[config.mk]
export PLATFORM = sky130hd
export DESIGN_NAME = exc_ctrl_flat
export DESIGN_NICKNAME = d
export VERILOG_FILES = /design/src/rtl/exc_if.sv /design/src/rtl/exc_ctrl.sv /design/src/flat_wrapper.sv
export SDC_FILE = /design/constraint.sdc
export NUM_CORES = 1
export LEC_CHECK = 0
export BUFFER_PORTS_ARGS = -buffer_cell sky130_fd_sc_hd__buf_2
export CAP_MARGIN = 30
export CORE_MARGIN = 10
export CORE_UTILIZATION = 41
export CTS_CLUSTER_DIAMETER = 40
export DETAILED_ROUTE_END_ITERATION = 10
export PLACE_DENSITY_LB_ADDON = 0.15
export SLEW_MARGIN = 0
export SYNTH_ARGS = -nofsm -noshare
export SYNTH_HDL_FRONTEND = slang
export SYNTH_SLANG_ARGS = --single-unit
[constraint.sdc]
create_clock -name clk -period 2.2 [get_ports clk]
set_input_delay 0.22 -clock clk [delete_from_list [all_inputs] [get_ports clk]]
set_output_delay 0.22 -clock clk [all_outputs]
set_load 0.01 [all_outputs]
[src/rtl/exc_if.sv]
// Writeback/CP0/fetch-side signal bundle of the exception sequencer.
// Latency: none (wires only).
// Backpressure: redirect_valid/redirect_ready handshake toward fetch.
interface exc_if;
    // writeback stage
    logic        wb_valid;
    logic        wb_ex_req;
    logic [4:0]  wb_excode;
    logic        wb_eret;
    logic [31:0] wb_pc;
    logic        wb_bd;
    // CP0 state
    logic        cp0_status_ie;
    logic        cp0_status_exl;
    logic [7:0]  cp0_status_im;
    logic [7:0]  cp0_cause_ip;
    logic [31:0] cp0_epc;
    // fetch
    logic        redirect_ready;
    // sequencer outputs
    logic        wb_ex;
    logic        eret_flush;
    logic [4:0]  ex_excode;
    logic [31:0] ex_epc;
    logic        ex_bd;
    logic        flush;
    logic        redirect_valid;
    logic [31:0] redirect_pc;
    logic        busy;

    // Pipeline / CP0 / fetch side.
    modport master (
        output wb_valid, wb_ex_req, wb_excode, wb_eret, wb_pc, wb_bd,
               cp0_status_ie, cp0_status_exl, cp0_status_im, cp0_cause_ip,
               cp0_epc, redirect_ready,
        input  wb_ex, eret_flush, ex_excode, ex_epc, ex_bd, flush,
               redirect_valid, redirect_pc, busy
    );

    // Sequencer side.
    modport slave (
        input  wb_valid, wb_ex_req, wb_excode, wb_eret, wb_pc, wb_bd,
               cp0_status_ie, cp0_status_exl, cp0_status_im, cp0_cause_ip,
               cp0_epc, redirect_ready,
        output wb_ex, eret_flush, ex_excode, ex_epc, ex_bd, flush,
               redirect_valid, redirect_pc, busy
    );
endinterface

[src/rtl/exc_ctrl.sv]
// Exception/interrupt/ERET sequencer: CP0 strobe, pipeline flush, fetch redirect.
// Latency: strobe+flush in accept cycle, redirect offered FLUSH_CYCLES+1 cycles later.
// Backpressure: holds redirect until redirect_ready; inputs ignored while busy.
module exc_ctrl #(
    parameter logic [31:0] EXC_VECTOR   = 32'hBFC00380,
    parameter int          FLUSH_CYCLES = 2
) (
    input  logic clk,
    input  logic reset,
    exc_if.slave bus
);
    localparam int CNT_W = (FLUSH_CYCLES > 1) ? $clog2(FLUSH_CYCLES) : 1;

    typedef enum logic [1:0] {
        ST_IDLE     = 2'd0,
        ST_FLUSH    = 2'd1,
        ST_REDIRECT = 2'd2
    } state_t;

    state_t             state_q, state_d;
    logic [CNT_W-1:0]   cnt_q, cnt_d;
    logic [31:0]        target_q, target_d;

    logic int_pending;
    logic accept;
    logic take_int;
    logic take_exc;
    logic take_eret;

    // Interrupts are masked while EXL is set, so a prior event masks them.
    assign int_pending = bus.cp0_status_ie & ~bus.cp0_status_exl &
                         (|(bus.cp0_status_im & bus.cp0_cause_ip));

    // Accept only from IDLE; no strobe may leak out while reset is held.
    assign accept    = (state_q == ST_IDLE) & ~reset & bus.wb_valid &
                       (int_pending | bus.wb_ex_req | bus.wb_eret);
    assign take_int  = accept & int_pending;
    assign take_exc  = accept & (int_pending | bus.wb_ex_req);
    assign take_eret = accept & ~take_exc;

    // State, drain counter and redirect target registers.
    always_ff @(posedge clk) begin
        if (reset) begin
            state_q  <= ST_IDLE;
            cnt_q    <= '0;
            target_q <= '0;
        end else begin
            state_q  <= state_d;
            cnt_q    <= cnt_d;
            target_q <= target_d;
        end
    end

    // Next state: accept -> drain FLUSH_CYCLES cycles -> offer redirect until taken.
    always_comb begin
        state_d  = state_q;
        cnt_d    = cnt_q;
        target_d = target_q;
        case (state_q)
            ST_IDLE: begin
                if (accept) begin
                    state_d  = ST_FLUSH;
                    cnt_d    = CNT_W'(FLUSH_CYCLES - 1);
                    target_d = take_exc ? EXC_VECTOR : bus.cp0_epc;
                end
            end
            ST_FLUSH: begin
                if (cnt_q == '0) begin
                    state_d = ST_REDIRECT;
                end else begin
                    cnt_d = cnt_q - CNT_W'(1);
                end
            end
            ST_REDIRECT: begin
                if (bus.redirect_ready) begin
                    state_d = ST_IDLE;
                end
            end
            default: begin
                state_d = ST_IDLE;
            end
        endcase
    end

    // Outputs: CP0 fields only in the accept cycle, zero otherwise.
    always_comb begin
        bus.wb_ex          = take_exc;
        bus.eret_flush     = take_eret;
        bus.ex_excode      = '0;
        bus.ex_epc         = '0;
        bus.ex_bd          = 1'b0;
        if (take_exc) begin
            bus.ex_excode = take_int ? 5'h00 : bus.wb_excode;
            bus.ex_epc    = bus.wb_bd ? (bus.wb_pc - 32'd4) : bus.wb_pc;
            bus.ex_bd     = bus.wb_bd;
        end
        bus.flush          = accept | (state_q == ST_FLUSH);
        bus.redirect_valid = (state_q == ST_REDIRECT);
        bus.redirect_pc    = (state_q == ST_REDIRECT) ? target_q : 32'd0;
        bus.busy           = (state_q != ST_IDLE);
    end
endmodule

[src/flat_wrapper.sv]
// flat-port wrapper written by rule: the top's interface ports become plain ports
module exc_ctrl_flat 
#(
    parameter logic [31:0] EXC_VECTOR   = 32'hBFC00380,
    parameter int          FLUSH_CYCLES = 2
)
  (clk, reset, bus_wb_valid, bus_wb_ex_req, bus_wb_excode, bus_wb_eret, bus_wb_pc, bus_wb_bd, bus_cp0_status_ie, bus_cp0_status_exl, bus_cp0_status_im, bus_cp0_cause_ip, bus_cp0_epc, bus_redirect_ready, bus_wb_ex, bus_eret_flush, bus_ex_excode, bus_ex_epc, bus_ex_bd, bus_flush, bus_redirect_valid, bus_redirect_pc, bus_busy);
  exc_if bus_i ();
  input  logic clk;
  input  logic reset;
  input wire logic [$bits(bus_i.wb_valid)-1:0] bus_wb_valid;
  input wire logic [$bits(bus_i.wb_ex_req)-1:0] bus_wb_ex_req;
  input wire logic [$bits(bus_i.wb_excode)-1:0] bus_wb_excode;
  input wire logic [$bits(bus_i.wb_eret)-1:0] bus_wb_eret;
  input wire logic [$bits(bus_i.wb_pc)-1:0] bus_wb_pc;
  input wire logic [$bits(bus_i.wb_bd)-1:0] bus_wb_bd;
  input wire logic [$bits(bus_i.cp0_status_ie)-1:0] bus_cp0_status_ie;
  input wire logic [$bits(bus_i.cp0_status_exl)-1:0] bus_cp0_status_exl;
  input wire logic [$bits(bus_i.cp0_status_im)-1:0] bus_cp0_status_im;
  input wire logic [$bits(bus_i.cp0_cause_ip)-1:0] bus_cp0_cause_ip;
  input wire logic [$bits(bus_i.cp0_epc)-1:0] bus_cp0_epc;
  input wire logic [$bits(bus_i.redirect_ready)-1:0] bus_redirect_ready;
  output wire logic [$bits(bus_i.wb_ex)-1:0] bus_wb_ex;
  output wire logic [$bits(bus_i.eret_flush)-1:0] bus_eret_flush;
  output wire logic [$bits(bus_i.ex_excode)-1:0] bus_ex_excode;
  output wire logic [$bits(bus_i.ex_epc)-1:0] bus_ex_epc;
  output wire logic [$bits(bus_i.ex_bd)-1:0] bus_ex_bd;
  output wire logic [$bits(bus_i.flush)-1:0] bus_flush;
  output wire logic [$bits(bus_i.redirect_valid)-1:0] bus_redirect_valid;
  output wire logic [$bits(bus_i.redirect_pc)-1:0] bus_redirect_pc;
  output wire logic [$bits(bus_i.busy)-1:0] bus_busy;
  assign bus_i.wb_valid = bus_wb_valid;
  assign bus_i.wb_ex_req = bus_wb_ex_req;
  assign bus_i.wb_excode = bus_wb_excode;
  assign bus_i.wb_eret = bus_wb_eret;
  assign bus_i.wb_pc = bus_wb_pc;
  assign bus_i.wb_bd = bus_wb_bd;
  assign bus_i.cp0_status_ie = bus_cp0_status_ie;
  assign bus_i.cp0_status_exl = bus_cp0_status_exl;
  assign bus_i.cp0_status_im = bus_cp0_status_im;
  assign bus_i.cp0_cause_ip = bus_cp0_cause_ip;
  assign bus_i.cp0_epc = bus_cp0_epc;
  assign bus_i.redirect_ready = bus_redirect_ready;
  assign bus_wb_ex = bus_i.wb_ex;
  assign bus_eret_flush = bus_i.eret_flush;
  assign bus_ex_excode = bus_i.ex_excode;
  assign bus_ex_epc = bus_i.ex_epc;
  assign bus_ex_bd = bus_i.ex_bd;
  assign bus_flush = bus_i.flush;
  assign bus_redirect_valid = bus_i.redirect_valid;
  assign bus_redirect_pc = bus_i.redirect_pc;
  assign bus_busy = bus_i.busy;
  exc_ctrl #(.EXC_VECTOR(EXC_VECTOR), .FLUSH_CYCLES(FLUSH_CYCLES)) u_core (.clk(clk), .reset(reset), .bus(bus_i));
endmodule
==> results by group, run 1 <==
Detailed routing
  – Initial DRC Count: 86
  – Total routed wirelength: between 8 and 9 mm
  – Vias post-DR: roughly 2900
  – Drt wl/cell: 15.54 um
  – Routed Antenna Nets: 0
  – Remaining DRCs: 0
  – Vias/cell: between 5 and 6
  – Drt pass-1 iters: 4

Floorplan
  – Area of the core: approximately 5500 sq um
  – Die area: between 9000 and 10000 sq um
  – Die W: ~95 um
  – Std cell rows: 27
  – IO Pins: about 170
  – Die height: approximately 95 um
  – Starting Density: 0.4214

STA
  – Final WS setup: -0.07086 ns
  – Worst Tran Pin Value: 0.6376 ns
  – Hold Fails Final Rpt: 0
  – Final Cycle Share: 1.032
  – Final Skew: 0.01162 ns
  – Final min period: 2.271 ns
  – RSZ-0062 raised after global routing: yes
  – Fmax: between 400 and 500 MHz
  – Smallest hold slack: around 0.14 ns
  – # setup viols final: 6
  – Worst slew margin: 0.5693
  – Final setup TNS: -0.2032 ns
  – Pins Over Slew Limit: 0

CTS
  – Sink Count: 35
  – H-tree levels: 2
  – Clk slew on worst S/H paths: 0.08 ns
  – Clk_lat worst skew: approximately 0.29 ns
  – TritonCTS clock tree: yes
  – CTS buffer count: 5
  – Clk buf depth: 2
  – Root Buffer: clkbuf_8

Synthesis
  – Synth Flop Type: dfxtp_1
  – Post-Syn Area: 2306 sq um
  – Synth unique cells: 39
  – Mean Syn Cell Area: just under 8 sq um
  – Synthesis-stage register bit count: 35
  – Mapped Nets: 390
  – Yosys warns: 0
  – Synth area leader: dfxtp_1
  – Synth top area cells: dfxtp_1 30%, and2_1 10%, a32o_1 8.7%
  – EDFF count, synth: 0
  – Synth Instances: between 200 and 300
  – Sequential-to-total area share from yosys stat: 0.3039
  – Post-synth top area share: 0.3039
  – Async S/R FF share, synth: 0

Worst setup path
  – CP endpoint kind: output pin
  – Setup CP Type: primary input to output pin
  – R2R depth: 6
  – Crit path required time: a little under 2 ns
  – Crit path max fanout: 6
  – Reg2reg setup slack: roughly 0.65 ns
  – Crit path arrival time: ~2.1 ns
  – Startpoint types: primary input

Hold path
  – Hold depth: 2
  – Hold WC Path Type: primary input to flop

Layout
  – Core Util, Final: 0.6680
  – Antenna Cells: 0
  – Fillers: between 500 and 600
  – Final layout net count: between 500 and 600
  – Layout area overhead: 58.55%
  – Commonest cells after routing, fill and taps aside: 165 x buf_2, 37 x and2_1, 35 x dfxtp_1
  – Commonest non-fill, non-tap cell in the layout: buf_2
  – Share of layout cells above drive strength 1: 0.4979
  – Multi-input gate area: approximately 1500 sq um
  – Non-Filler Instances: ~560
  – Register Area: about 700 sq um

Power
  – Combinational Power Share: 0.241
  – Leakage: 1.805 nW
  – Flop pwr share: 0.456
  – NetSw: roughly 0.00042 W
  – P_int: 0.001060 W
  – Clock power frac: 0.302
  – Switching Fraction: 0.2852
  – PD cells: slightly above 400 nW/um^2
  – Total Power: 0.001483 W
  – Worst vdd ir: a little under 0.6 mV

Place
  – Final HPWL DP: 6.784 mm
  – Port bufs: around 170
  – Placer Congestion: slightly below 0.9
  – Placed cell count: about 540

Global route
  – Global-route wire length before repair: 13.08 mm
  – Initial antenna violation count: 0
  – Grt total ovfl: 0
  – Vias in the first global route: ~2700
  – Total GRT Usage: 0.1752
  – Largest net degree at the start of global routing: 35

Flow run
  – Max-cap viol count: 0

Run status
  – Failing checks: setup timing
  – Outcome: finished with violations
## synth_stat cells (all sizes together), types with 2 or more instances
cell type and number:
inv 33, or2 4, dfxtp 35, nor2 23, nor4b 3, and2 37
xnor2 5, buf 2, nor4 3, a21oi 17, a211oi 2, o21ai 8
xor2 9, or4 11, or3 11, a221oi 12, a32o 20, nand2 8
clkbuf 19, o31ai 9, a22oi 4, nor3 5, nor2b 2, nand4 5
## final cells by class
class,instances,share of cell area
Timing Repair Buffer,201,0.3128
Clock inverter,2,0.003422
Tap cell,72,0.02464
Sequential cell,35,0.1916
Multi-Input combinational cell,207,0.4131
Clock buffer,6,0.01985
Inverter,33,0.03457
## registers in the layout, indices dropped and copies added (netlist names)
name             count
u_core.cnt_q         1
u_core.target_q     32
u_core.state_q       2
## cells by family (layout without fill, tap and decap cells)
kind of cell             count (synthesis)  count (layout)  share of synthesized area
AND/OR/NAND/NOR                        118             119                     0.3066
flip-flops                              35              35                     0.3039
XOR/XNOR                                14              14                    0.05318
buffers and inverters                   54             242                    0.09170
AO/OA/AOI/OAI                           73              73                     0.2393
adder cells (fa/ha/maj)                  1               1                   0.005425
## worst max-delay path, cell delays in order
cell,delay (ns)
buf_6,0.09
or4_4,0.56
or3_4,0.39
or4_4,0.50
a21oi_2,0.14
buf_2,0.15
## per-stage QoR
stage | setup slack (ns) | instance area (sq um)
global route | -0.09875 | 3656
global placement | -0.1109 | 3430
finish | -0.07086 | 3656
CTS | -0.05729 | 3570
detailed placement | -0.1285 | 3430
floorplan | 0.02452 | 2313
## layer usage
layer  global-route usage  vias to the layer above  wire (um)
met2               0.3089                       98       4397
met1               0.1928                     1316       3233
met4              0.04239                        0         94
met3              0.06899                        7        912
li1                     -                     1438          -
met5                    0                        -          0
## final timing paths
kind | from | endpoint
worst max-delay path | bus_wb_pc[17] | bus_ex_epc[27]
worst max register to register | u_core.state_q[1] | u_core.target_q[28]
worst min register to register | u_core.target_q[27] | u_core.target_q[27]
worst min-delay path | bus_cp0_epc[5] | u_core.target_q[5]
## power by group through the flow
stage	Sequential [W]	Clock, W	Combinational [W]
global placement	0.000690	0	0.000336
finish	0.000677	0.000448	0.000358
floorplan	0.000687	0	0.000149
CTS	0.000677	0.000463	0.000348
detailed placement	0.000691	0	0.000341
global route	0.000680	0.000488	0.000396
## repair_timing
action	CTS	global route
resized for setup	9	19
cloned	1	1
buffers inserted	1	1
setup endpoints to repair	13	14
hold buffers	0	0
pin swaps	12	5
Note: power is estimated with default switching activity, not from simulation.
==> run 2: changes to the inputs <==
--- a/config.mk
+++ b/config.mk
@@ -11,7 +11,9 @@
 export CORE_UTILIZATION = 41
 export CTS_CLUSTER_DIAMETER = 40
 export DETAILED_ROUTE_END_ITERATION = 10
+export GPL_ROUTABILITY_DRIVEN = 0
 export PLACE_DENSITY_LB_ADDON = 0.15
+export RECOVER_POWER = 100
 export SLEW_MARGIN = 0
 export SYNTH_ARGS = -nofsm -noshare
 export SYNTH_HDL_FRONTEND = slang
==> run 2 against run 1 <==
The run still ends with setup timing left. Clock skew about the same. Worst setup slack is essentially flat. Sequential power barely moved. Power decreased by 0.16%. Register-to-register slack lost 0.34 ns. Non-clock buffer count unchanged. Final area down 1.2%. Sequential cell count is the same. Clock-buffer cell count is the same. Clock power is essentially flat. Wire length up 0.24%. Final cell count unchanged. Critical path type unchanged. Critical endpoint unchanged. Largest cell class unchanged.
==> results by group, run 2 (synthesis gave the netlist of run 1 again) <==
Detailed routing
  – Initial DRC Count: 91
  – Drt wl/cell: ~16 um
  – Vias post-DR: ~2900
  – Routed Antenna Nets: 0
  – Total routed wirelength: slightly below 9 mm
  – Remaining DRCs: 0
  – Vias/cell: around 5.2
  – Drt pass-1 iters: 5

Worst setup path
  – Reg2reg setup slack: 0.31 ns
  – Startpoint types: primary input
  – R2R depth: 5
  – Crit path arrival time: approximately 2 ns
  – Setup CP Type: primary input to output pin
  – Worst R2R Start: u_core.state_q[1]
  – Crit path required time: approximately 2.0 ns
  – Crit path max fanout: 6
  – CP endpoint kind: output pin
  – RR Endpoint: u_core.target_q[10]

STA
  – Final min period: ~2.3 ns
  – Final WS setup: -0.07103 ns
  – Pins Over Slew Limit: 0
  – RSZ-0062 raised after global routing: yes
  – Worst Tran Pin Value: ~0.82 ns
  – # setup viols final: 6
  – Final Skew: between 0.01 and 0.015 ns
  – Smallest hold slack: 0.1339 ns
  – Fmax: approximately 440 MHz
  – Final setup TNS: -0.2140 ns
  – Final Cycle Share: 1.032
  – Hold Fails Final Rpt: 0
  – Worst slew margin: 0.4538

Floorplan
  – IO Pins: ~170
  – Starting Density: 0.4214
  – Die area: around 9000 sq um
  – Area of the core: ~5500 sq um
  – Die W: 95.00 um
  – Die height: 95.00 um
  – Std cell rows: 27

Layout
  – Max reg flops: 32
  – Antenna Cells: 0
  – Core Util, Final: 0.6603
  – Commonest non-fill, non-tap cell in the layout: buf_2
  – Largest register by flop count: u_core.target_q
  – Share of layout cells above drive strength 1: 0.4401
  – Fillers: ~530
  – Layout area overhead: 56.70%
  – Commonest cells after routing, fill and taps aside: 139 x buf_2, 35 x dfxtp_1, 31 x inv_1
  – Final Cell Area: ~3600 sq um
  – Final layout net count: a little under 600
  – Top flop regs: u_core.target_q (32), u_core.state_q (2), u_core.cnt_q (1)

Global route
  – Largest net degree at the start of global routing: 35
  – Initial antenna violation count: 0
  – Grt total ovfl: 0
  – Met1 Use GR: 0.1928
  – GRT Max-Usage Layer: met2
  – Grt met2 use: 0.3089
  – Vias in the first global route: between 2000 and 3000
  – Global-route wire length before repair: around 13 mm
  – Met3 Usage GRT: 0.06899
  – Total GRT Usage: 0.1752

Power
  – Worst vdd ir: ~0.57 mV
  – PD cells: between 400 and 500 nW/um^2
  – Leakage: around 1.7 nW

CTS
  – CTS buffer count: 5
  – Clk_lat worst skew: ~0.29 ns
  – Sink Count: 35
  – Post-cts hold buffer count: 0
  – TritonCTS clock tree: yes
  – Clk slew on worst S/H paths: 0.08 ns
  – Clk buf depth: 2
  – Root Buffer: clkbuf_8
  – H-tree levels: 2

Hold path
  – Hold WC Path Type: primary input to flop
  – Hold EP: u_core.target_q[5]
  – Hold depth: 2
  – Hold path start: bus_cp0_epc[5]

Place
  – DP Area: 3430 sq um
  – Port bufs: around 170
  – Final HPWL DP: 6.784 mm

Run status
  – Failing checks: setup timing
  – Outcome: finished with violations

Flow run
  – Max-cap viol count: 0
-- run 2: changes by cell type in the layout (fill, tap and decap cells not counted) --
cell      before  now
and2_1        37   28
clkbuf_2       0    1
and2_0         0    9
buf_2        165  139
buf_4         28   25
clkbuf_1       1   29
-- run 2: through the flow --
stage | power [W] | setup slack (ns) | std cells
final | 0.001481 | -0.07103 | 556
after global placement | 0.001025 | -0.1109 | 544
after detailed placement | 0.001032 | -0.1285 | 544
after floorplan | 0.0008368 | 0.02452 | 295
after CTS | 0.001487 | -0.05729 | 554
after global routing | 0.001561 | -0.09875 | 556
-- run 2: how the worst max path moves through the flow --
stage	from	endpoint	slack, ns	cells past startpoint
finish	bus_wb_pc[17]	bus_ex_epc[27]	-0.07	6
global route	bus_wb_pc[17]	bus_ex_epc[31]	-0.1	6
CTS	bus_wb_pc[17]	bus_ex_epc[29]	-0.06	6
detailed placement	bus_wb_pc[20]	bus_ex_epc[29]	-0.13	6
global placement	bus_wb_pc[20]	bus_ex_epc[31]	-0.11	6
floorplan	bus_wb_pc[20]	bus_ex_epc[30]	0.02	5
-- run 2: final cells by class --
cell class | instances | area, sq um | share of cell area
multi-input cells | 207 | 1510 | 0.4179
repair buffers | 201 | 1101 | 0.3047
clock inverters | 2 | 12.51 | 0.003463
inverters | 33 | 126.4 | 0.03497
well taps | 72 | 90.09 | 0.02493
flip-flops and latches | 35 | 700.7 | 0.1939
clock buffers | 6 | 72.57 | 0.02008
-- run 2: per-layer routing --
| metal | part of all wire | vias up |
|---|---|---|
| met2 | 0.51 | 101 |
| met3 | 0.10 | 7 |
| met4 | 0.011 | 0 |
| met5 | 0 | - |
| li1 | - | 1437 |
| met1 | 0.38 | 1323 |
-- run 2: power breakdown --
group	internal, W	switching, W
logic	0.000172	0.000183
clock network	0.000221	0.000228
registers	0.000664	0.0000134
-- run 2: repair_timing --
item,CTS,global route
buffers inserted,1,1
gates resized for setup,9,19
pin swaps,12,5
gates cloned,1,1
setup endpoints to repair,13,14
-- run 2: worst max-delay path, cell delays in order --
cell and delay, ns:
buf_6 0.09, or4_4 0.56, or3_4 0.39, or4_4 0.50, a21oi_2 0.15, buf_2 0.15
==> run 3: changes to the inputs <==
--- a/config.mk
+++ b/config.mk
@@ -12,7 +12,7 @@
 export CTS_CLUSTER_DIAMETER = 40
 export DETAILED_ROUTE_END_ITERATION = 10
 export GPL_ROUTABILITY_DRIVEN = 0
-export PLACE_DENSITY_LB_ADDON = 0.15
+export PLACE_DENSITY_LB_ADDON = 0.3
 export RECOVER_POWER = 100
 export SLEW_MARGIN = 0
 export SYNTH_ARGS = -nofsm -noshare
==> run 3 against run 2 <==
The run still ends with setup timing left. Wire length grew 4.3%. Utilization shrank 0.41 points. Sequential cell count is the same. Die area is the same. Worst hold slack gained 0.0049 ns. First-iteration DRC count grew 34%. Sequential power is essentially flat. Clock-buffer cell count is the same. Via count grew 1.8%. Highest routed layer unchanged.
==> results by group, run 3 (synthesis gave the netlist of run 1 again) <==
Run status
  – Outcome: finished with violations
  – Failing checks: setup timing

Power
  – Worst vdd ir: 0.4434 mV
  – PD cells: 412.0 nW/um^2
  – Total Power: around 0.0015 W
  – Leakage: around 1.7 nW

Worst setup path
  – RR Endpoint: u_core.target_q[6]
  – Startpoint types: primary input
  – Crit path max fanout: 5
  – Crit path required time: a little under 2 ns
  – CP top delay family: simple AND/OR/NAND/NOR gates
  – Reg2reg setup slack: between 0.4 and 0.5 ns
  – Crit path largest cell delay: about 0.55 ns
  – Slowest library cell on the worst path: or4_4
  – CP endpoint kind: output pin
  – Crit path arrival time: 2.05 ns
  – Worst Path Buf+Inv: 3
  – R2R depth: 5
  – Worst R2R Start: u_core.state_q[1]
  – CP cell instances: buf_6 -> or4_4 -> or3_4 -> buf_4 -> or3_1 -> a21oi_1 -> buf_2
  – Setup CP Type: primary input to output pin

Detailed routing
  – Drt wl/cell: roughly 16 um
  – Drt pass-1 iters: 5
  – Remaining DRCs: 0
  – Vias/cell: ~5.3
  – Initial DRC Count: between 100 and 150
  – Routed Antenna Nets: 0
  – Total routed wirelength: 9.033 mm
  – Vias post-DR: about 2900

STA
  – Worst slew margin: 0.5920
  – Final Cycle Share: 1.033
  – Hold Fails Final Rpt: 0
  – Final min period: approximately 2.3 ns
  – RSZ-0062 raised after global routing: yes
  – Final WS setup: -0.07287 ns
  – Final Skew: between 0.007 and 0.008 ns
  – # setup viols final: 4
  – Worst Tran Pin Value: about 0.6 ns
  – Pins Over Slew Limit: 0
  – Smallest hold slack: 0.1388 ns
  – Fmax: 440.0 MHz

Layout
  – Multi-input gate area: between 1500 and 2000 sq um
  – Max reg flops: 32
  – Fillers: 490
  – Final layout net count: around 570
  – Share of layout cells above drive strength 1: 0.4572
  – Layout area overhead: 55.72%
  – Final Cell Area: ~3600 sq um
  – Core Util, Final: 0.6562
  – Commonest cells after routing, fill and taps aside: 145 x buf_2, 35 x dfxtp_1, 31 x inv_1
  – Top flop regs: u_core.target_q (32), u_core.state_q (2), u_core.cnt_q (1)
  – Largest register by flop count: u_core.target_q
  – Antenna Cells: 0
  – Register Area: 700.7 sq um
  – Commonest non-fill, non-tap cell in the layout: buf_2

Global route
  – Vias in the first global route: about 2800
  – Grt total ovfl: 0
  – Global-route wire length before repair: around 14 mm
  – Largest net degree at the start of global routing: 34
  – Total GRT Usage: 0.1851
  – Initial antenna violation count: 0

Floorplan
  – Die height: 95.00 um
  – Std cell rows: 27
  – Starting Density: 0.4214
  – Die W: roughly 95 um
  – Die area: approximately 9000 sq um
  – IO Pins: approximately 170
  – Area of the core: around 5500 sq um

CTS
  – Clk_lat worst skew: 0.29 ns
  – Clk buf depth: 2
  – TritonCTS clock tree: yes
  – Sink Count: 35
  – H-tree levels: 2
  – Root Buffer: clkbuf_8
  – Clk slew on worst S/H paths: around 0.070 ns
  – CTS buffer count: 5

Hold path
  – Hold path start: bus_cp0_epc[12]
  – Hold depth: 2
  – Hold EP: u_core.target_q[12]
  – Hold WC Path Type: primary input to flop

Place
  – Place WS: -0.1437 ns
  – Port bufs: around 170
  – Final HPWL DP: about 7 mm
  – DP Area: between 3000 and 4000 sq um

Flow run
  – Max-cap viol count: 0
run 3: changes by cell type in the layout (fill, tap and decap cells not counted), sizes merged:
cell / before / now
clkbuf: 35 / 29
buf: 172 / 173
run 3: worst max-delay path by stage:
stage	from	end	cells past startpoint
6_report	bus_wb_pc[17]	bus_ex_epc[25]	7
5_1_grt	bus_wb_pc[17]	bus_ex_epc[31]	6
4_1_cts	bus_wb_pc[17]	bus_ex_epc[31]	6
3_5_place_dp	bus_wb_pc[20]	bus_ex_epc[31]	6
3_3_place_gp	bus_wb_pc[20]	bus_ex_epc[31]	6
2_1_floorplan	bus_wb_pc[20]	bus_ex_epc[30]	5
run 3: report_power, final:
group	internal (W)	switching [W]	leakage (nW)	total, W
clock	0.000221	0.000231	0.0412	0.000452
combinational	0.000164	0.000186	1.35	0.000350
sequential	0.000663	0.0000141	0.285	0.000678
run 3: timing repair:
item,4_1_cts,5_1_grt
pin swaps,9,10
gates resized for setup,5,26
hold buffers,0,0
cloned,1,1
setup buffers,1,3
endpoints found under the setup margin,10,14
run 3: per-stage QoR:
stage               instances  setup TNS [ns]
floorplan                 295               0
global placement          537         -0.7322
detailed placement        537         -0.8744
CTS                       547         -0.2368
global route              551         -0.5392
finish                    551         -0.2154
run 3: routing by layer:
metal  track usage  vias to the layer above  part of all wire  routed length [um]
met1        0.2116                     1349              0.39                3492
met4       0.04988                        0             0.016                 141
met5             0                        -                 0                   0
li1              -                     1432                 -                   -
met3       0.06979                       12              0.10                 929
met2        0.3164                      127              0.49                4470
run 3: worst reg2reg max path: cells and delay by family (launching register included):
kind                   cells  cell delay (ns)
buffers and inverters      2             0.56
AOI/OAI and AO/OA          2             0.47
DFF                        1             0.34
and+or+nand+nor            1             0.31
run 3: final cells by class:
type                       instances  share of cell area
sequential                        35              0.1951
multi-input combinational        207              0.4279
timing repair buffer             196              0.2930
inverter                          33             0.03519
clock buffer                       6             0.02021
tap                               72             0.02509
clock inverter                     2            0.003484
